[config.mk]
export PLATFORM = sky130hd
export DESIGN_NAME = hazard_ctrl
export DESIGN_NICKNAME = d
export VERILOG_FILES = /design/src/rtl/hazard_ctrl.sv
export SDC_FILE = /design/constraint.sdc
export NUM_CORES = 1
export LEC_CHECK = 0
export ABC_CLOCK_PERIOD_IN_PS = 4600
export CORE_MARGIN = 5
export CORE_UTILIZATION = 48
export CTS_CLUSTER_SIZE = 40
export DETAILED_ROUTE_END_ITERATION = 8
export PLACE_DENSITY = 0.89
export SLEW_MARGIN = 20
export SYNTH_ARGS = -nofsm -noshare
export SYNTH_HDL_FRONTEND = slang
export SYNTH_SLANG_ARGS = --single-unit
[constraint.sdc]
create_clock -name clk -period 4.6 [get_ports clk]
set_input_delay 0.92 -clock clk [delete_from_list [all_inputs] [get_ports clk]]
set_output_delay 0.92 -clock clk [all_outputs]
set_load 0.02 [all_outputs]
[src/rtl/hazard_ctrl.sv]
// ---------------------------------------------------------------------------
// hazard_ctrl
//
// Pipeline hazard controller for the 5-stage MIPS core.
//
// The unit looks for three kinds of trouble and steers the pipeline around
// them:
//   - load-use hazards, which stall the front end for LOAD_STALL cycles;
//   - data-memory waits, which freeze the whole pipeline;
//   - taken branches and jumps, which flush the front end.
// It also counts the cycles in which the PC was held, for performance
// measurement.
//
// Parameters
//   REG_W       register-specifier width
//   LOAD_STALL  stall cycles per load-use hazard (>= 1)
//   CNT_W       width of the stall-cycle counter
//
// Ports
//   clk, rst            rising-edge clock; asynchronous active-high reset
//   id_rs, id_rt        source registers of the instruction in ID
//   id_use_rs/rt        the ID instruction really reads rs / rt
//   ex_mem_read, ex_rt  the EX instruction is a load, and its destination
//   ex_branch_taken     a taken branch or jump has been resolved in EX
//   mem_req, mem_ready  MEM-stage data access request and its completion
//   cnt_clr             synchronous clear of stall_count
//   pc_write            PC update enable
//   ifid_write          IF/ID register enable
//   ifid_flush          IF/ID register loads a NOP
//   idex_bubble         ID/EX register loads a NOP (control zeroed)
//   exmem_write         EX/MEM register enable
//   memwb_bubble        MEM/WB register loads a NOP
//   stall_count         saturating count of cycles with pc_write low
//   busy                high while a multi-cycle load-use stall is running
// ---------------------------------------------------------------------------
module hazard_ctrl #(
   parameter int REG_W      = 5,
   parameter int LOAD_STALL = 1,
   parameter int CNT_W      = 16
) (
   input  logic             clk,
   input  logic             rst,
   input  logic [REG_W-1:0] id_rs,
   input  logic [REG_W-1:0] id_rt,
   input  logic             id_use_rs,
   input  logic             id_use_rt,
   input  logic             ex_mem_read,
   input  logic [REG_W-1:0] ex_rt,
   input  logic             ex_branch_taken,
   input  logic             mem_req,
   input  logic             mem_ready,
   input  logic             cnt_clr,
   output logic             pc_write,
   output logic             ifid_write,
   output logic             ifid_flush,
   output logic             idex_bubble,
   output logic             exmem_write,
   output logic             memwb_bubble,
   output logic [CNT_W-1:0] stall_count,
   output logic             busy
);

   // The down-counter only has to hold LOAD_STALL-1. It is kept at least
   // one bit wide so that the LOAD_STALL=1 build still elaborates.
   localparam int CW = (LOAD_STALL > 1) ? $clog2(LOAD_STALL) : 1;
   localparam logic [CW-1:0] CNT_START = CW'(LOAD_STALL - 1);
   localparam logic [CW-1:0] CNT_LAST  = CW'(1);

   typedef enum logic {
      IDLE,
      LSTALL
   } state_t;

   state_t        state;
   logic [CW-1:0] cnt;

   logic freeze;
   logic lu_hit;
   logic lu_stall;

   // The hazard terms are purely combinational, so the pipeline reacts in
   // the same cycle the offending instructions show up.
   //
   // A freeze means the data memory is still busy.
   //
   // A load into $zero never creates a dependency. A register match only
   // counts when the ID instruction really reads that source.
   //
   // Once the FSM sits in LSTALL, it keeps stalling whatever the ID stage
   // now holds.
   assign freeze   = mem_req & ~mem_ready;
   assign lu_hit   = ex_mem_read & (ex_rt != '0) &
                     ((id_use_rs & (ex_rt == id_rs)) |
                      (id_use_rt & (ex_rt == id_rt)));
   assign lu_stall = lu_hit | (state == LSTALL);

   // Per-stage controls, highest priority first:
   //   - reset: quiets the whole pipeline;
   //   - freeze: holds every stage and feeds bubbles into WB;
   //   - branch: squashes the wrong-path instructions in IF and ID;
   //   - load-use stall: holds PC and IF/ID and injects a bubble into EX.
   // Reset is included here so that the outputs follow rst asynchronously,
   // without waiting for a clock edge.
   always_comb begin
      pc_write     = 1'b1;
      ifid_write   = 1'b1;
      ifid_flush   = 1'b0;
      idex_bubble  = 1'b0;
      exmem_write  = 1'b1;
      memwb_bubble = 1'b0;
      if (rst) begin
         pc_write     = 1'b0;
         ifid_write   = 1'b0;
         ifid_flush   = 1'b1;
         idex_bubble  = 1'b1;
         exmem_write  = 1'b0;
         memwb_bubble = 1'b1;
      end else if (freeze) begin
         pc_write     = 1'b0;
         ifid_write   = 1'b0;
         exmem_write  = 1'b0;
         memwb_bubble = 1'b1;
      end else if (ex_branch_taken) begin
         ifid_flush  = 1'b1;
         idex_bubble = 1'b1;
      end else if (lu_stall) begin
         pc_write    = 1'b0;
         ifid_write  = 1'b0;
         idex_bubble = 1'b1;
      end
   end

   // The stall FSM only moves in unfrozen cycles, so a memory wait simply
   // stretches a load-use stall.
   //
   // A taken branch aborts a stall in progress, because the stalled ID
   // instruction is being squashed anyway.
   //
   // The first stall cycle is spent in IDLE. LSTALL therefore covers the
   // remaining LOAD_STALL-1 cycles and is left on the cycle cnt reaches 1.
   always_ff @(posedge clk or posedge rst) begin
      if (rst) begin
         state <= IDLE;
         cnt   <= '0;
      end else if (!freeze) begin
         if (ex_branch_taken) begin
            state <= IDLE;
            cnt   <= '0;
         end else if (state == IDLE) begin
            if (lu_hit && (LOAD_STALL > 1)) begin
               state <= LSTALL;
               cnt   <= CNT_START;
            end
         end else begin
            if (cnt == CNT_LAST) begin
               state <= IDLE;
               cnt   <= '0;
            end else begin
               cnt <= cnt - CNT_LAST;
            end
         end
      end
   end

   // The performance counter counts every held-PC cycle, whether it comes
   // from a freeze or from a load-use stall. It sticks at all-ones instead
   // of wrapping. A clear wins over an increment in the same cycle.
   always_ff @(posedge clk or posedge rst) begin
      if (rst) begin
         stall_count <= '0;
      end else if (cnt_clr) begin
         stall_count <= '0;
      end else if (!pc_write && (stall_count != '1)) begin
         stall_count <= stall_count + CNT_W'(1);
      end
   end

   assign busy = (state == LSTALL);

endmodule

# After elaboration in Yosys (flattened, before gate mapping)
# Cells that the tools add are included.
# totals
elab_cells,46
register_bits,18
out_inout_bits,23
# classes
bitwise,9
add_sub_neg,2
n_eq_ne,3
n_mux,23
n_reduce_logical,6
# op_table
operator,n
16-bit 2-to-1 mux,2
1-bit 2-to-1 mux,21
"16-bit by 1-bit adder with 16-bit output, second input constant",1
"16-bit inequality test, second input constant",1
5-bit equality test,2
1-bit AND,5
5-bit nonzero test,1
2-bit nonzero test,2
1-bit inverter,2
1-bit OR,2
2-bit AND reduction,1
1-bit logical AND,1
1-bit zero test,1
"1-bit subtractor, second input constant",1

# Logic depth before layout (Yosys ltp)
# depth
word_depth,13
mapped_depth,9

# Worst setup path before layout
# Ideal clock, no wire load.
# synth_path
kind,input-to-output
startpoint,input rst
endpoint,output pc_write
arrival_time_ns,2.486
setup_slack_ns,1.194
n_path_buf,3
t_required_ns,3.680
cell_stages,7
path_cell_list,inv_1 -> nand2_1 -> a211o_4 -> inv_6 -> buf_12 -> buf_12 -> buf_4
# synth_between
elab_chain_cells,1
# synth_rtl
item,line_no,text
from (decl),42,"input logic rst,"
1-bit 2-to-1 mux,n/a,
to (decl),53,"output logic pc_write,"
# No other way between the ends.

# Worst setup path after layout
# layout_path
startpoint,input ex_rt[1]
endpoint,output ifid_write
# layout_between
elab_chain_cells,9
# layout_rtl
item,line_no,text
from (decl),48,"input logic [REG_W-1:0] ex_rt,"
"5-bit equality test, on equally long branches","93, 94",
"1-bit AND, on equally long branches","93, 94",
1-bit OR,93,((id_use_rs & (ex_rt == id_rs)) |
1-bit AND (*),92,assign lu_hit = ex_mem_read & (ex_rt != '0) &
1-bit OR (*),95,assign lu_stall = lu_hit | (state == LSTALL);
1-bit 2-to-1 mux (*),126,end else if (lu_stall) begin
1-bit 2-to-1 mux (*),123,end else if (ex_branch_taken) begin
1-bit 2-to-1 mux (*),118,end else if (freeze) begin
1-bit 2-to-1 mux (*),111,if (rst) begin
to (decl),54,"output logic ifid_write,"
# Every way passes the cells marked *; elsewhere a longest branch is shown, timed or not.

==> flow_summary_export.csv <==
group,metric,value,unit
clock_tree,clk_latency,0.30,ns
clock_tree,postCtsHoldBufs,0,
synthesis,synth-seq-area-share,34.38,%
clock_tree,cts_tree,"yes",
floorplan,rows,19,
global_routing,grt_antenna_before_repair,0,
finish,n_antenna_cell,0,
global_routing,grtUsageTotal,18.27,%
pwr,ir_worst_vdd,0.1602,mV
sta,grt_setup_unrepaired,"false",
global_routing,grt-ovfl-total,0,
synthesis,syn_inst,139,
setup_path,path_max_fanout,25,
finish,fin_area,1785,um2
global_routing,grt_pass1_wl,6003,um
clock_tree,cts.path.max_buffers,2,
job,maxCapViolations,0,
finish,fillers,219,
sta,timing.fmax,234.1,MHz
synthesis,yosys.area.top_type,"dfrtp_1",
route,wirelength,3458,um
synthesis,synth_top_cell_area_share,34.38,%
global_routing,grt_pass1_vias,1269,
synthesis,synthDistinctLibCells,37,
clock_tree,cts_buffers,3,
synthesis,ys_async_sr_fraction,100.0,%
route,drtAntennaViolNets,0,
finish,layout.nets,209,
global_routing,use_met2,30.31,%
setup_path,reg2regPathDepth,7,
sta,finalWorstSetupSlack,0.3281,ns
floorplan,die_h,62.24,um
route,post_drt_wl_per_cell,16.16,um
synthesis,synth.avg_cell_area,9.425,um2
clock_tree,cts_root_buffer,"clkbuf_4",
sta,period_share,92.87,%
sta,setup_tns,0,ns
pwr,powerDensity,191.7,nW/um2
place,placedCellCount,210,
floorplan,die_w,62.24,um
setup_path,crit_arrival,3.35,ns
place,placed_area,1749,um2
sta,hold_viol,0,
min_path,whs_endpoint,"cnt",
setup_path,setup.worst_path.end_class,"output pin",
place,port_buffers,46,
sta,period_needed,4.272,ns
outcome,status,"finished, final reports clean",
sta,max_slew_margin,42.83,%
sta,setup_viol,0,
global_routing,grt_max_degree,26,
clock_tree,clk_pin_slew,0.11,ns
finish,final_common_cell,"clkdlybuf4s50_1",
floorplan,start_util,48.77,%
clock_tree,cts_resized,0,
setup_path,r2r_end,"stall_count[3]",
setup_path,path_class,"input port to output pin",
synthesis,syn_area,1310,um2
setup_path,timing.rr.start,"stall_count[0]",
place,dpl.hpwl,2599,um
synthesis,synth_seq_cells,18,
place,post-place-ws,0.3198,ns
place,gp_congestion,0.8169,
global_routing,met3_usage,3.964,%
finish,final_cell_mix,"clkdlybuf4s50_1, dfrtp_1, nor2_1",
finish,final_layout_size_suffix_gt1_share,13.11,%
route,dr.first_iter.drc_count,43,
finish,instances_no_fill,214,
global_routing,top_usage_layer,"met2",
finish,area_growth,36.29,%
route,dr.pass1.iters,4,
pwr,p_leak,0.6897,nW
floorplan,die_area,3874,um2
route,vias_per_cell,5.836,
setup_path,critPathRequiredTime,3.68,ns
min_path,min_path_type,"flop to flop",
synthesis,synth_edf_count,0,
clock_tree,cts_sinks,18,
sta,worst_pin_slew,0.8549,ns
route,drc,0,
min_path,hp-start,"cnt",
clock_tree,htree_levels,1,
route,via_count,1249,
synthesis,synth-warning-count,0,
setup_path,rrSetupSlack,2.08,ns
min_path,min_path_cells,1,
clock_tree,cts_setup_buffers,0,
floorplan,design.core.area,2686,um2
synthesis,synth_area_leaders,"dfrtp_1, xnor2_1, mux2_4, nor2_1, nand3_1",
floorplan,pin_count,47,
sta,drv_slew,0,
setup_path,start_kind,"input port",
global_routing,grt_use_met1,23.34,%
sta,worst_clock_skew,0.006205,ns
synthesis,ys.flop_type,"dfrtp_1",
synthesis,syn-num-nets,164,
## Yosys cell counts, types with 3 or more instances
cell type / number
a21oi_1: 7
a21oi_2: 4
and3_1: 4
dfrtp_1: 18
inv_1: 6
mux2_4: 4
nand2_1: 9
nand3_1: 9
nand4_1: 4
nor2_1: 13
nor2b_1: 6
o31ai_1: 5
o41ai_1: 3
or4_1: 6
or4_2: 3
xnor2_1: 10
## state kept, by name, indices dropped and copies added, names as in the netlist
name,flops
busy,1
cnt,1
stall_count,16
## critical path, stage by stage
cell and delay, ns:
clkdlybuf4s50_1 0.48, or4_1 0.56, o21ai_2 0.14, nor2_1 0.06, a211o_4 0.37, inv_6 0.17
clkdlybuf4s50_1 0.64
## layout make-up
cell class | instances | area [um2] | area share, %
Multi-Input combinational cell | 107 | 760.7 | 42.61
Timing Repair Buffer | 47 | 467.9 | 26.21
Sequential cell | 18 | 450.4 | 25.23
Tap cell | 31 | 38.79 | 2.172
Clock buffer | 4 | 36.28 | 2.032
Inverter | 7 | 31.28 | 1.752
## metal layers
metal	vias to the layer above	part of all wire (%)
li1	602	-
met1	589	44
met2	49	50
met3	9	5.3
met4	0	1.4
met5	-	0
## power by group
| group | switching [W] | internal, W |
|---|---|---|
| sequential | 0.00000338 | 0.000160 |
| clock | 0.0000530 | 0.0000483 |
| combinational | 0.0000373 | 0.0000402 |
| total | 0.0000937 | 0.000249 |
## cell families (layout without fill, tap and decap cells)
logic type | Yosys count | after routing | share of synthesized area [%]
buffers and inverters | 14 | 58 | 7.545
AND/OR/NAND/NOR | 63 | 63 | 28.65
multiplexers | 6 | 6 | 6.304
flip-flops | 18 | 18 | 34.38
adder cells (fa/ha/maj) | 1 | 1 | 0.9550
XOR/XNOR | 10 | 10 | 6.685
AO/OA/AOI/OAI | 27 | 27 | 15.47
## how the worst max path moves through the flow
| stage | startpoint | end | slack [ns] |
|---|---|---|---|
| CTS | ex_rt[1] | ifid_write | 0.31 |
| global placement | ex_rt[1] | ifid_write | 0.37 |
| floorplan | rst | pc_write | 1.19 |
| global route | ex_rt[1] | ifid_write | 0.23 |
| finish | ex_rt[1] | ifid_write | 0.33 |
| detailed placement | ex_rt[1] | ifid_write | 0.32 |
## per-stage QoR
stage	utilization [%]	hold slack, ns	total power, W
CTS	66.46	0.5131	0.0003440
global route	66.46	0.5472	0.0003583
finish	66.46	0.5120	0.0003422
detailed placement	65.11	0.4877	0.0002439
global placement	65.11	0.4799	0.0002415
floorplan	-	0.4665	0.0002091
Power figures use the tool's default switching activity.
